===== src/rtl/vga_rx_monitor.sv =====
// Receive-side VGA bus decoder: samples VGA_CLK/HS/VS/BLANK/RGB on clock_50, recovers
// a coordinate-tagged pixel stream, per-frame checksum/count and sticky geometry errors.
module vga_rx_monitor #(
    parameter int H_ACTIVE = 640,
    parameter int V_ACTIVE = 480
) (
    input  logic        clock_50,
    input  logic        reset,
    input  logic        vga_clk,
    input  logic        vga_hs,
    input  logic        vga_vs,
    input  logic        vga_blank,
    input  logic [7:0]  vga_r,
    input  logic [7:0]  vga_g,
    input  logic [7:0]  vga_b,
    input  logic        err_clr,
    output logic        locked,
    output logic        pix_valid,
    output logic [9:0]  pix_x,
    output logic [9:0]  pix_y,
    output logic [23:0] pix_rgb,
    output logic        frame_done,
    output logic [31:0] frame_sum,
    output logic [15:0] frame_count,
    output logic        line_err,
    output logic        frame_err
);

    typedef enum logic {ST_UNLOCKED, ST_LOCKED} state_t;

    state_t      r_state, w_state_nxt;

    logic        r_s1_clk, r_s2_clk, r_s3_clk;
    logic        r_s1_hs, r_s2_hs, r_s1_vs, r_s2_vs, r_s1_blank, r_s2_blank;
    logic [23:0] r_s1_rgb, r_s2_rgb;
    logic        r_hs_prev, r_vs_prev;
    logic        r_pix_p1, r_hsf_p1, r_vsf_p1;
    logic [23:0] r_rgb_p1;

    logic [9:0]  r_x, r_y;
    logic [31:0] r_sum;
    logic        r_pix_valid, r_frame_done, r_line_err, r_frame_err;
    logic [9:0]  r_pix_x, r_pix_y;
    logic [23:0] r_pix_rgb;
    logic [31:0] r_frame_sum;
    logic [15:0] r_frame_count;

    logic        w_tick;
    logic [9:0]  w_x_nxt, w_y_nxt;
    logic [31:0] w_sum_pix, w_sum_nxt;
    logic        w_pix_strobe, w_line_set, w_frame_set, w_frame_end;

    function automatic logic [9:0] sat_inc(input logic [9:0] v);
        return (v == 10'h3FF) ? v : v + 10'd1;
    endfunction

    // Stages s1/s2/s3: two-flop capture of the VGA bus, extra flop on vga_clk for edge detect
    always_ff @(posedge clock_50 or posedge reset) begin
        if (reset) begin
            r_s1_clk   <= 1'b0;
            r_s2_clk   <= 1'b0;
            r_s3_clk   <= 1'b0;
            r_s1_hs    <= 1'b0;
            r_s2_hs    <= 1'b0;
            r_s1_vs    <= 1'b0;
            r_s2_vs    <= 1'b0;
            r_s1_blank <= 1'b0;
            r_s2_blank <= 1'b0;
            r_s1_rgb   <= '0;
            r_s2_rgb   <= '0;
        end else begin
            r_s1_clk   <= vga_clk;
            r_s2_clk   <= r_s1_clk;
            r_s3_clk   <= r_s2_clk;
            r_s1_hs    <= vga_hs;
            r_s2_hs    <= r_s1_hs;
            r_s1_vs    <= vga_vs;
            r_s2_vs    <= r_s1_vs;
            r_s1_blank <= vga_blank;
            r_s2_blank <= r_s1_blank;
            r_s1_rgb   <= {vga_r, vga_g, vga_b};
            r_s2_rgb   <= r_s1_rgb;
        end
    end

    assign w_tick = r_s2_clk & ~r_s3_clk;

    // Stage p1: events qualified by the VGA_CLK rising edge
    always_ff @(posedge clock_50 or posedge reset) begin
        if (reset) begin
            r_hs_prev <= 1'b0;
            r_vs_prev <= 1'b0;
            r_pix_p1  <= 1'b0;
            r_hsf_p1  <= 1'b0;
            r_vsf_p1  <= 1'b0;
            r_rgb_p1  <= '0;
        end else begin
            r_pix_p1 <= w_tick & r_s2_blank;
            r_hsf_p1 <= w_tick & ~r_s2_hs & r_hs_prev;
            r_vsf_p1 <= w_tick & ~r_s2_vs & r_vs_prev;
            r_rgb_p1 <= r_s2_rgb;
            if (w_tick) begin
                r_hs_prev <= r_s2_hs;
                r_vs_prev <= r_s2_vs;
            end
        end
    end

    assign w_sum_pix = r_sum + (r_pix_p1 ? {8'd0, r_rgb_p1} : 32'd0);

    // Same-tick events resolve as pixel, then line close, then frame close
    always_comb begin
        w_state_nxt  = r_state;
        w_x_nxt      = r_x;
        w_y_nxt      = r_y;
        w_sum_nxt    = r_sum;
        w_pix_strobe = 1'b0;
        w_line_set   = 1'b0;
        w_frame_set  = 1'b0;
        w_frame_end  = 1'b0;
        case (r_state)
            ST_UNLOCKED: begin
                if (r_vsf_p1) begin
                    w_state_nxt = ST_LOCKED;
                    w_x_nxt     = 10'd0;
                    w_y_nxt     = 10'd0;
                    w_sum_nxt   = 32'd0;
                end
            end
            ST_LOCKED: begin
                if (r_pix_p1) begin
                    w_pix_strobe = 1'b1;
                    w_x_nxt      = sat_inc(r_x);
                    w_sum_nxt    = w_sum_pix;
                end
                if ((r_hsf_p1 || r_vsf_p1) && (w_x_nxt != 10'd0)) begin
                    w_line_set = (w_x_nxt != 10'(H_ACTIVE));
                    w_y_nxt    = sat_inc(r_y);
                    w_x_nxt    = 10'd0;
                end
                if (r_vsf_p1) begin
                    w_frame_set = (w_y_nxt != 10'(V_ACTIVE));
                    w_frame_end = 1'b1;
                    w_x_nxt     = 10'd0;
                    w_y_nxt     = 10'd0;
                    w_sum_nxt   = 32'd0;
                end
            end
            default: w_state_nxt = ST_UNLOCKED;
        endcase
    end

    always_ff @(posedge clock_50 or posedge reset) begin
        if (reset) r_state <= ST_UNLOCKED;
        else       r_state <= w_state_nxt;
    end

    // Stage p2: frame tracking and registered outputs
    always_ff @(posedge clock_50 or posedge reset) begin
        if (reset) begin
            r_x           <= '0;
            r_y           <= '0;
            r_sum         <= '0;
            r_pix_valid   <= 1'b0;
            r_pix_x       <= '0;
            r_pix_y       <= '0;
            r_pix_rgb     <= '0;
            r_frame_done  <= 1'b0;
            r_frame_sum   <= '0;
            r_frame_count <= '0;
            r_line_err    <= 1'b0;
            r_frame_err   <= 1'b0;
        end else begin
            r_x          <= w_x_nxt;
            r_y          <= w_y_nxt;
            r_sum        <= w_sum_nxt;
            r_pix_valid  <= w_pix_strobe;
            r_frame_done <= w_frame_end;
            if (w_pix_strobe) begin
                r_pix_x   <= r_x;
                r_pix_y   <= r_y;
                r_pix_rgb <= r_rgb_p1;
            end
            if (w_frame_end) begin
                r_frame_sum   <= w_sum_pix;
                r_frame_count <= r_frame_count + 16'd1;
            end
            if (w_line_set)   r_line_err <= 1'b1;
            else if (err_clr) r_line_err <= 1'b0;
            if (w_frame_set)  r_frame_err <= 1'b1;
            else if (err_clr) r_frame_err <= 1'b0;
        end
    end

    assign locked      = (r_state == ST_LOCKED);
    assign pix_valid   = r_pix_valid;
    assign pix_x       = r_pix_x;
    assign pix_y       = r_pix_y;
    assign pix_rgb     = r_pix_rgb;
    assign frame_done  = r_frame_done;
    assign frame_sum   = r_frame_sum;
    assign frame_count = r_frame_count;
    assign line_err    = r_line_err;
    assign frame_err   = r_frame_err;

endmodule

===== config.mk =====
export PLATFORM = sky130hd
export DESIGN_NAME = vga_rx_monitor
export DESIGN_NICKNAME = d
export VERILOG_FILES = /design/src/rtl/vga_rx_monitor.sv
export SDC_FILE = /design/constraint.sdc
export NUM_CORES = 1
export LEC_CHECK = 0
export ABC_AREA = 1
export CELL_PAD_IN_SITES_DETAIL_PLACEMENT = 1
export CELL_PAD_IN_SITES_GLOBAL_PLACEMENT = 2
export CORE_ASPECT_RATIO = 0.8
export CORE_MARGIN = 8
export CORE_UTILIZATION = 34
export CTS_CLUSTER_DIAMETER = 60
export DETAILED_ROUTE_END_ITERATION = 10
export PLACE_DENSITY = 0.89
export SLEW_MARGIN = 20
export SYNTH_ARGS = -nofsm -noshare
export SYNTH_HDL_FRONTEND = slang
export SYNTH_SLANG_ARGS = --single-unit

===== constraint.sdc =====
create_clock -name clock_50 -period 8.7 [get_ports clock_50]
set_clock_uncertainty 0.1 [all_clocks]
set_input_delay 0.87 -clock clock_50 [delete_from_list [all_inputs] [get_ports clock_50]]
set_output_delay 0.87 -clock clock_50 [all_outputs]
set_load 0.01 [all_outputs]

==> impl_metrics.yaml, run 1 <==
worst_setup_path:
  r2r-start: "r_pix_p1"
  worstPathCellList: "buf_4 > nand2_1 > inv_1 > ha_1 > nand2_1 > nand2_1 > o21ai_0 > o21ai_1 > nand3_1 > nand2_1 > a31oi_1 > o21ai_0 > nand2_1 > nand2_1 > nand2_1 > nand3_1 > nand2_1"
  cp_max_fo: 31
  crit_top_cell: "nand2_1"
  worstRegToRegCells: 17
  cp.required_ns: 9.01
  endpoint_kind: "flop"
  crit_buf_inv: 2
  slowest_delay_ns: 0.39
  reg2reg_slack_ns: 5.58
  cp_top_family: "simple AND/OR/NAND/NOR gates"
  r2r-end: "frame_sum[17]"
  critical_path_depth: 17
  arrival_ns: 3.42
  crit_type: "reg2reg"
  start_kind: "flop"
  crit_slowest_cell: "o21ai_0"
die:
  io_pins: 128
  die_area_sq_um: 36200
  die_x_um: 211
  initial_core_util_pct: 34.2
  placementRows: 57
  die_y_um: 172
  core_area_sq_um: 30100
routing:
  route.vias.total: 7992
  wirelength_um: 28100
  remaining_drc_errors: 0
  ant_nets: 0
  drt_first_pass_iters: 5
  vias_per_cell: 4.73
  drt-wirelength-per-cell_um: 16.6
  drtIter0Drc: 363
power:
  ir_drop_mv: 0.146
  p_leak_nw: 6.22
  pwr_density_cell_nw_per_um2: 245
  power.total_mw: 3.17
placement:
  pre_cts_ws_ns: 5.61
  gp_congestion: 0.822
  dp_hpwl_um: 20400
  numPortBuffers: 127
global_route:
  grt_pass1_wl_um: 46400
  grt_pass1_vias: 8633
  antenna_found_initial: 0
  grt_remaining_overflow: 0
  grtUsageTotal_pct: 15.7
  grt_max_degree: 90
timing:
  period_minus_slack_ns: 3.12
  finalWorstSetupSlack_ns: 5.58
  max_slew_margin_pct: 44.7
  finalMaxSlewViolations: 0
  rsz0062_at_grt: "no"
  setup_viol: 0
  fin_tns_setup_ns: 0
  max_freq_mhz: 321
  tightestPinTransition_ns: 0.830
  min_period_over_period_pct: 35.8
  finalHoldViolations: 0
synthesis:
  yosys_warnings: 0
  synth_fp_nets: 1186
  synth_area_leader_cell: "dfrtp_1"
  synth_commonest_cells: "nand2_1, dfrtp_1, inv_1"
  synth_area_sq_um: 10300
  yosysMostFrequentCell: "nand2_1"
  syn_avg_cell_area_sq_um: 9.14
  synth_top_cell_area_share_pct: 57.1
  synth-edff-count: 0
  async_flop_share_pct: 100
  seq_area_frac_synth_pct: 57.1
  ys.flop_type: "dfrtp_1"
  synth_cell_type_count: 45
  synth_area_leaders: "dfrtp_1, nand2_1, inv_1"
  synth_cells: 1127
  synth_seq_cells: 235
clocking:
  cts_tree: "built"
  post_cts_buffers: 0
  ctsRootBufferMaster: "clkbuf_16"
  cts_buffers: 25
  clkTransAtPathRegs_ns: 0.06
  clock_path_buffers: 3
  cts.repair.resized: 0
  clock_latency_ns: 0.52
  hold_buffers: 0
  htree_levels: 1
  cts_sinks: 235
layout:
  syn_to_final_growth_pct: 25.5
  antenna_cells: 0
  finalNetCount: 1321
  drive_gt1_share_pct: 8.06
  fillCellCount: 3498
status:
  status: "finished clean"
hold_path:
  hold_path.class: "reg2reg"
  hold_depth: 0
  worstHoldStart: "r_s1_rgb[14]"
  worstHoldEndpoint: "r_s2_rgb[14]"
run:
  cap_violations: 0
## logic make-up (layout without fill, tap and decap cells)
kind of cell             Yosys count  count (layout)  share of synthesized area, %
XOR/XNOR                          36              36                          3.06
AO/OA/AOI/OAI                    161             161                          8.88
adder cells (fa/ha/maj)           28              28                          3.47
buffers and inverters            155             306                          6.00
flip-flops                       235             235                          57.1
AND/OR/NAND/NOR                  512             512                          21.5
## worst register-to-register path: stages, from the launching register on
cell,delay (ns)
dfrtp_1,0.37
buf_4,0.26
nand2_1,0.10
inv_1,0.07
ha_1,0.27
nand2_1,0.04
nand2_1,0.06
o21ai_0,0.12
o21ai_1,0.31
nand3_1,0.11
nand2_1,0.19
a31oi_1,0.14
o21ai_0,0.39
nand2_1,0.17
nand2_1,0.10
nand2_1,0.07
nand3_1,0.07
nand2_1,0.07
## layer usage
metal | global-route usage, % | vias to the layer above | part of all wire (%)
met4 | 3.10 | 0 | 1.6
met1 | 22.4 | 3945 | 50
li1 | - | 3888 | -
met5 | 0 | - | 0
met3 | 3.10 | 28 | 4.5
met2 | 24.6 | 131 | 44
## how the worst max path moves through the flow
stage / to / from / slack [ns]
floorplan: frame_count[0] / reset / 1.28
CTS: frame_sum[17] / r_pix_p1 / 5.59
global placement: frame_count[8] / reset / 5.66
detailed placement: frame_count[7] / reset / 5.61
finish: frame_sum[17] / r_pix_p1 / 5.58
global route: frame_sum[17] / r_pix_p1 / 5.28
## sequential cells by signal, summed over array words and instances (netlist names), 10 cells and up
signal / cells
pix_rgb: 24
r_rgb_p1: 24
pix_y: 10
pix_x: 10
frame_count: 16
r_sum: 32
r_s1_rgb: 24
r_x: 10
r_s2_rgb: 24
frame_sum: 32
r_y: 10
## stage by stage
| step | cells | util [%] | area (sq um) | hold WS (ns) |
|---|---|---|---|---|
| final | 1691 | 43.0 | 12900 | 0.248 |
| after global routing | 1691 | 43.0 | 12900 | 0.253 |
| after CTS | 1691 | 42.9 | 12900 | 0.249 |
| after detailed placement | 1648 | 39.9 | 12000 | 0.236 |
| after global placement | 1648 | 39.9 | 12000 | 0.231 |
| after floorplan | 1127 | - | 10300 | 0.231 |
## cell type report
| class | instances | area, sq um | area share, % |
|---|---|---|---|
| sequential | 235 | 5880 | 45.5 |
| multi-input combinational | 737 | 3810 | 29.4 |
| timing repair buffer | 135 | 1340 | 10.3 |
| clock buffer | 28 | 657 | 5.08 |
| tap | 413 | 517 | 4.00 |
| inverter | 128 | 488 | 3.77 |
| clock inverter | 15 | 244 | 1.89 |
## placed cells by master, fill, tap and decap left out, types with 10 or more instances in the layout
| cell | Yosys | routed |
|---|---|---|
| nand2_1 | 326 | 324 |
| inv_1 | 113 | 112 |
| nor2_2 | 10 | 10 |
| a21oi_1 | 37 | 37 |
| xnor2_1 | 14 | 14 |
| dfrtp_1 | 235 | 235 |
| inv_2 | 12 | 12 |
| nor3_1 | 14 | 14 |
| clkbuf_16 | 0 | 25 |
| o21ai_0 | 82 | 82 |
| xor2_1 | 22 | 22 |
| nand2_2 | 15 | 17 |
| nor2_1 | 51 | 51 |
| ha_1 | 27 | 27 |
| nand3_1 | 68 | 68 |
| clkdlybuf4s50_1 | 0 | 127 |
## power breakdown
| group | internal, mW | switching [mW] |
|---|---|---|
| Combinational | 0.294 | 0.356 |
| Sequential | 1.24 | 0.108 |
| Clock | 0.724 | 0.444 |
| Total | 2.26 | 0.909 |
Note: power is estimated with default switching activity, not from simulation.
==> run 2: changes to the inputs <==
- clock period: 8.7 -> 2.9 ns (I/O delays scaled with it)
==> impl_metrics.yaml, run 2 (synthesized netlist as in run 1, its figures left out) <==
worst_setup_path:
  start_kind: "flop"
  reg2reg_slack_ns: 0.10
  arrival_ns: 3.10
  slowest_delay_ns: 0.39
  cp_max_fo: 10
  crit_slowest_cell: "dfrtp_1"
  crit_type: "reg2reg"
  cp.required_ns: 3.21
  r2r-start: "r_pix_p1"
  cp_top_family: "simple AND/OR/NAND/NOR gates"
  worstPathCellList: "buf_4 > buf_4 > nand2_1 > inv_1 > ha_1 > a21oi_2 > inv_1 > o21ai_0 > nand2_1 > nand2_1 > nand3_2 > nand2_1 > o21ai_0 > or2_2 > a32o_1"
  crit_buf_inv: 4
  worstRegToRegCells: 15
  endpoint_kind: "flop"
  crit_top_cell: "nand2_1"
  r2r-end: "r_sum[30]"
clocking:
  cts_sinks: 235
  cts_buffers: 27
  clock_path_buffers: 3
  hold_buffers: 0
  clkTransAtPathRegs_ns: 0.06
  cts_tree: "built"
  clock_latency_ns: 0.54
  ctsRootBufferMaster: "clkbuf_16"
  htree_levels: 1
die:
  core_area_sq_um: 30100
  die_y_um: 172
  initial_core_util_pct: 34.2
  die_area_sq_um: 36200
  io_pins: 128
  die_x_um: 211
  placementRows: 57
timing:
  rsz0062_at_grt: "yes"
  min_period_over_period_pct: 96.4
  setup_viol: 0
  finalMaxSlewViolations: 0
  finalHoldViolations: 0
  period_minus_slack_ns: 2.80
  tightestPinTransition_ns: 0.853
  finalWorstSetupSlack_ns: 0.104
  max_freq_mhz: 358
  hold-worst-slack_ns: 0.0861
  max_slew_margin_pct: 43.1
status:
  status: "finished clean"
global_route:
  antenna_found_initial: 0
  grt_remaining_overflow: 0
  grt_max_degree: 65
  grt_pass1_wl_um: 46900
  grt_pass1_vias: 8601
  grtUsageTotal_pct: 15.9
routing:
  drtIter0Drc: 380
  remaining_drc_errors: 0
  wirelength_um: 28400
  vias_per_cell: 4.72
  route.vias.total: 8082
  drt_first_pass_iters: 4
  ant_nets: 0
  drt-wirelength-per-cell_um: 16.6
layout:
  finalNetCount: 1339
  utilization_pct: 43.6
  final_cell_mix: "nand2_1, dfrtp_1, clkdlybuf4s50_1, inv_1, o21ai_0"
  syn_to_final_growth_pct: 27.5
  final_common_cell: "nand2_1"
  antenna_cells: 0
  fillCellCount: 3460
  drive_gt1_share_pct: 10.6
hold_path:
  hold_path.class: "in2async"
power:
  pwr_density_cell_nw_per_um2: 709
  p_leak_nw: 6.29
  ir_drop_mv: 0.384
placement:
  numPortBuffers: 127
  dp_hpwl_um: 20800
  pre_cts_ws_ns: -0.00935
  gp_congestion: 0.862
run:
  cap_violations: 0
run 2: cell count changes in the layout (fill, tap and decap cells not counted), moves of 5 or more:
cell,change
bufinv_16,-5
buf_4,+12
a21oi_1,-5
clkbuf_1,+6
a21oi_2,+5
run 2: routing by layer:
metal / vias up / GRT usage, % / share of wire, %
li1: 3928 / - / -
met1: 3966 / 22.4 / 49
met2: 145 / 25.0 / 44
met3: 43 / 3.24 / 4.9
met4: 0 / 3.80 / 2.1
met5: - / 0 / 0
run 2: stage by stage:
| stage | total power [mW] | setup TNS, ns | area [sq um] | std cells |
|---|---|---|---|---|
| 2_1_floorplan | 5.10 | -133.45 | 10300 | 1127 |
| 3_3_place_gp | 6.03 | 0 | 12200 | 1662 |
| 3_5_place_dp | 6.09 | -0.00935 | 12200 | 1662 |
| 4_1_cts | 9.44 | 0 | 13000 | 1710 |
| 5_1_grt | 9.85 | -0.0937 | 13100 | 1712 |
| 6_report | 9.31 | 0 | 13100 | 1712 |
run 2: where the power goes:
part           internal, mW  total, mW  switching (mW)
combinational         0.905       2.01            1.10
clock                  1.93       3.28            1.34
sequential             3.73       4.03           0.297
run 2: how the worst max path moves through the flow:
stage             start        endpoint  slack (ns)  cells past startpoint
6_report       r_pix_p1       r_sum[30]        0.10                     15
5_1_grt          r_x[0]       frame_err       -0.08                     18
4_1_cts        r_pix_p1       r_sum[30]       0.003                     15
3_5_place_dp   r_pix_p1       r_sum[30]      -0.009                     15
3_3_place_gp   r_pix_p1       r_sum[30]        0.13                     15
2_1_floorplan     reset  frame_count[0]       -0.57                      1
run 2: layout make-up:
class | instances | area [sq um] | area share (%)
Sequential cell | 235 | 5880 | 44.8
Multi-Input combinational cell | 737 | 3890 | 29.6
Timing Repair Buffer | 151 | 1510 | 11.5
Clock buffer | 39 | 771 | 5.87
Tap cell | 413 | 517 | 3.93
Inverter | 128 | 484 | 3.69
Clock inverter | 9 | 86.3 | 0.657
run 2: what timing repair did:
item,CTS,global route
setup endpoints to repair,1,26
resized for setup,1,25
buffers inserted,0,2
pin swaps,0,2
==> run 3: changes to the inputs <==
- ABC_AREA: 1 -> default
- ABC_CLOCK_PERIOD_IN_PS: default -> 2900
- CORE_UTILIZATION: 34 -> 35
==> impl_metrics.yaml, run 3 <==
status:
  status: "finished, violations left"
  violations: "negative setup slack"
worst_setup_path:
  arrival_ns: 3.64
  crit_type: "reg2reg"
  cp_max_fo: 18
  cp.required_ns: 3.26
  start_kind: "flop"
  endpoint_kind: "flop"
die:
  placementRows: 56
  initial_core_util_pct: 35.5
  die_x_um: 208
  die_y_um: 170
  io_pins: 128
  core_area_sq_um: 29200
  die_area_sq_um: 35400
placement:
  numPortBuffers: 127
  numPlacedInstances: 1605
  gp_congestion: 0.858
  dp_hpwl_um: 22300
power:
  switching_share_pct: 28.7
  ir_drop_mv: 0.546
  pwr-share-comb_pct: 22.1
  p_leak_nw: 6.60
  p_switching_mw: 2.78
  pwr_density_cell_nw_per_um2: 653
  power_frac_clock_pct: 36.6
  seqPwrFrac_pct: 41.3
  p_int_mw: 6.89
synthesis:
  ys.flop_type: "dfrtp_1"
  synth_area_leader_cell: "dfrtp_1"
  synth_seq_cells: 235
  synth_fp_nets: 1097
  async_flop_share_pct: 100
  syn_avg_cell_area_sq_um: 9.99
  yosys_warnings: 0
  seq_area_frac_synth_pct: 56.7
  synth_top_cell_area_share_pct: 56.7
  synth_cells: 1038
  synth_commonest_cells: "nand2_1, dfrtp_1, a21oi_1"
  synth_area_sq_um: 10400
  synth_cell_type_count: 70
  yosysMostFrequentCell: "nand2_1"
  synth-edff-count: 0
  synth_area_leaders: "dfrtp_1, nand2_1, ha_1"
timing:
  setup_viol: 32
  period_minus_slack_ns: 3.28
  finalMaxSlewViolations: 0
  max_freq_mhz: 305
  rsz0062_at_grt: "yes"
  finalHoldViolations: 0
  fin_tns_setup_ns: -5.87
  min_period_over_period_pct: 113
  tightestPinTransition_ns: 0.649
  max_slew_margin_pct: 56.7
  finalWorstSetupSlack_ns: -0.379
clocking:
  cts_tree: "built"
  cts_buffers: 26
  ctsRootBufferMaster: "clkbuf_16"
  clkTransAtPathRegs_ns: 0.06
  clock_latency_ns: 0.56
  cts_sinks: 235
  clock_path_buffers: 3
  htree_levels: 1
  hold_buffers: 0
layout:
  final_cell_mix: "nand2_1, dfrtp_1, clkdlybuf4s50_1, buf_4, nor2_1"
  drive_gt1_share_pct: 23.4
  final_common_cell: "nand2_1"
  stdcell_count: 1679
  antenna_cells: 0
  syn_to_final_growth_pct: 42.7
  finalNetCount: 1343
global_route:
  grt_remaining_overflow: 0
  grt_max_degree: 63
  grtUsageTotal_pct: 18.1
  antenna_found_initial: 0
  grt_pass1_wl_um: 52400
  grt_pass1_vias: 9331
routing:
  drt_first_pass_iters: 5
  ant_nets: 0
  drt-wirelength-per-cell_um: 19.7
  wirelength_um: 33100
  drtIter0Drc: 476
  vias_per_cell: 5.21
  remaining_drc_errors: 0
  route.vias.total: 8748
run:
  cap_violations: 0
hold_path:
  hold_path.class: "in2async"
## run 3: changes by cell type after synthesis, sizes merged, moves of 16 or more
cell / before / now
a21oi: 37 / 59
and2: 0 / 28
clkbuf: 20 / 36
inv: 125 / 28
nand2: 342 / 245
nand3: 70 / 38
o21ai: 90 / 36
## run 3: logic make-up (layout without fill, tap and decap cells)
kind of cell	count (synthesis)	after routing	share of synthesized area (%)
flip-flops	235	235	56.7
AND/OR/NAND/NOR	454	454	20.1
adder cells (fa/ha/maj)	28	28	3.45
AO/OA/AOI/OAI	195	195	12.4
buffers and inverters	79	343	3.20
XOR/XNOR	37	37	3.12
multiplexers	10	10	1.04
## run 3: repair_timing
action | CTS | global route
cloned | 1 | 1
setup endpoints to repair | 34 | 54
pin swaps | 26 | 15
setup buffers | 13 | 13
gates resized for setup | 42 | 86
## run 3: final timing paths
kind                             start            to  slack, ns  cells after the start
setup / recovery              r_pix_p1     r_sum[28]      -0.38                     12
hold / removal                   reset   r_s2_rgb[2]       0.05                      2
setup reg to reg              r_pix_p1     r_sum[28]      -0.38                     12
hold reg to reg            r_s1_rgb[6]   r_s2_rgb[6]       0.24                      0
max in group asynchronous        reset   r_s1_rgb[0]       1.79                      3
min in group clock_50         vga_r[0]  r_s1_rgb[16]       0.07                      1
## run 3: worst max-delay path, cell delays in order, from the launching register on
cell and delay (ns):
dfrtp_1 0.40, buf_12 0.16, and2_4 0.14, ha_4 0.27, a21o_1 0.15, nand3_2 0.09
a31o_1 0.25, a2111o_1 0.49, a21oi_4 0.22, o31ai_4 0.08, buf_6 0.15, or4_1 0.50
a21oi_2 0.16
## run 3: power by group through the flow
| stage | Sequential (mW) | Clock [mW] | Combinational [mW] |
|---|---|---|---|
| after floorplan | 4.08 | 0 | 0.787 |
| after global placement | 4.02 | 0 | 1.90 |
| after detailed placement | 4.04 | 0 | 1.96 |
| after CTS | 3.99 | 3.63 | 2.07 |
| after global routing | 4.04 | 3.74 | 2.34 |
| final | 3.99 | 3.54 | 2.14 |
## run 3: final cells by class
class	instances	area, sq um
well taps	377	472
clock inverters	11	189
fillers	3161	14400
inverters	28	109
clock buffers	35	734
flip-flops and latches	235	5880
repair buffers	269	2530
multi-input cells	724	4880
## run 3: per-layer routing
layer  vias up  global-route usage, %  share of wire (%)
met5         -                      0                  0
met3        50                   2.98                4.1
met1      4468                   24.8                 47
met4         0                   4.41                2.0
met2       165                   29.7                 47
li1       4065                      -                  -
## run 3: stage by stage
stage	cell area [sq um]	power, mW	hold WS (ns)	util (%)	worst slack, ns
after floorplan	10600	4.87	0.221	-	-0.568
after global placement	13000	5.92	0.231	44.5	-0.191
after detailed placement	13000	6.00	0.236	44.5	-0.303
after CTS	14300	9.69	0.0448	48.9	-0.231
after global routing	14800	10.1	0.0558	50.7	-0.437
final	14800	9.67	0.0506	50.7	-0.379
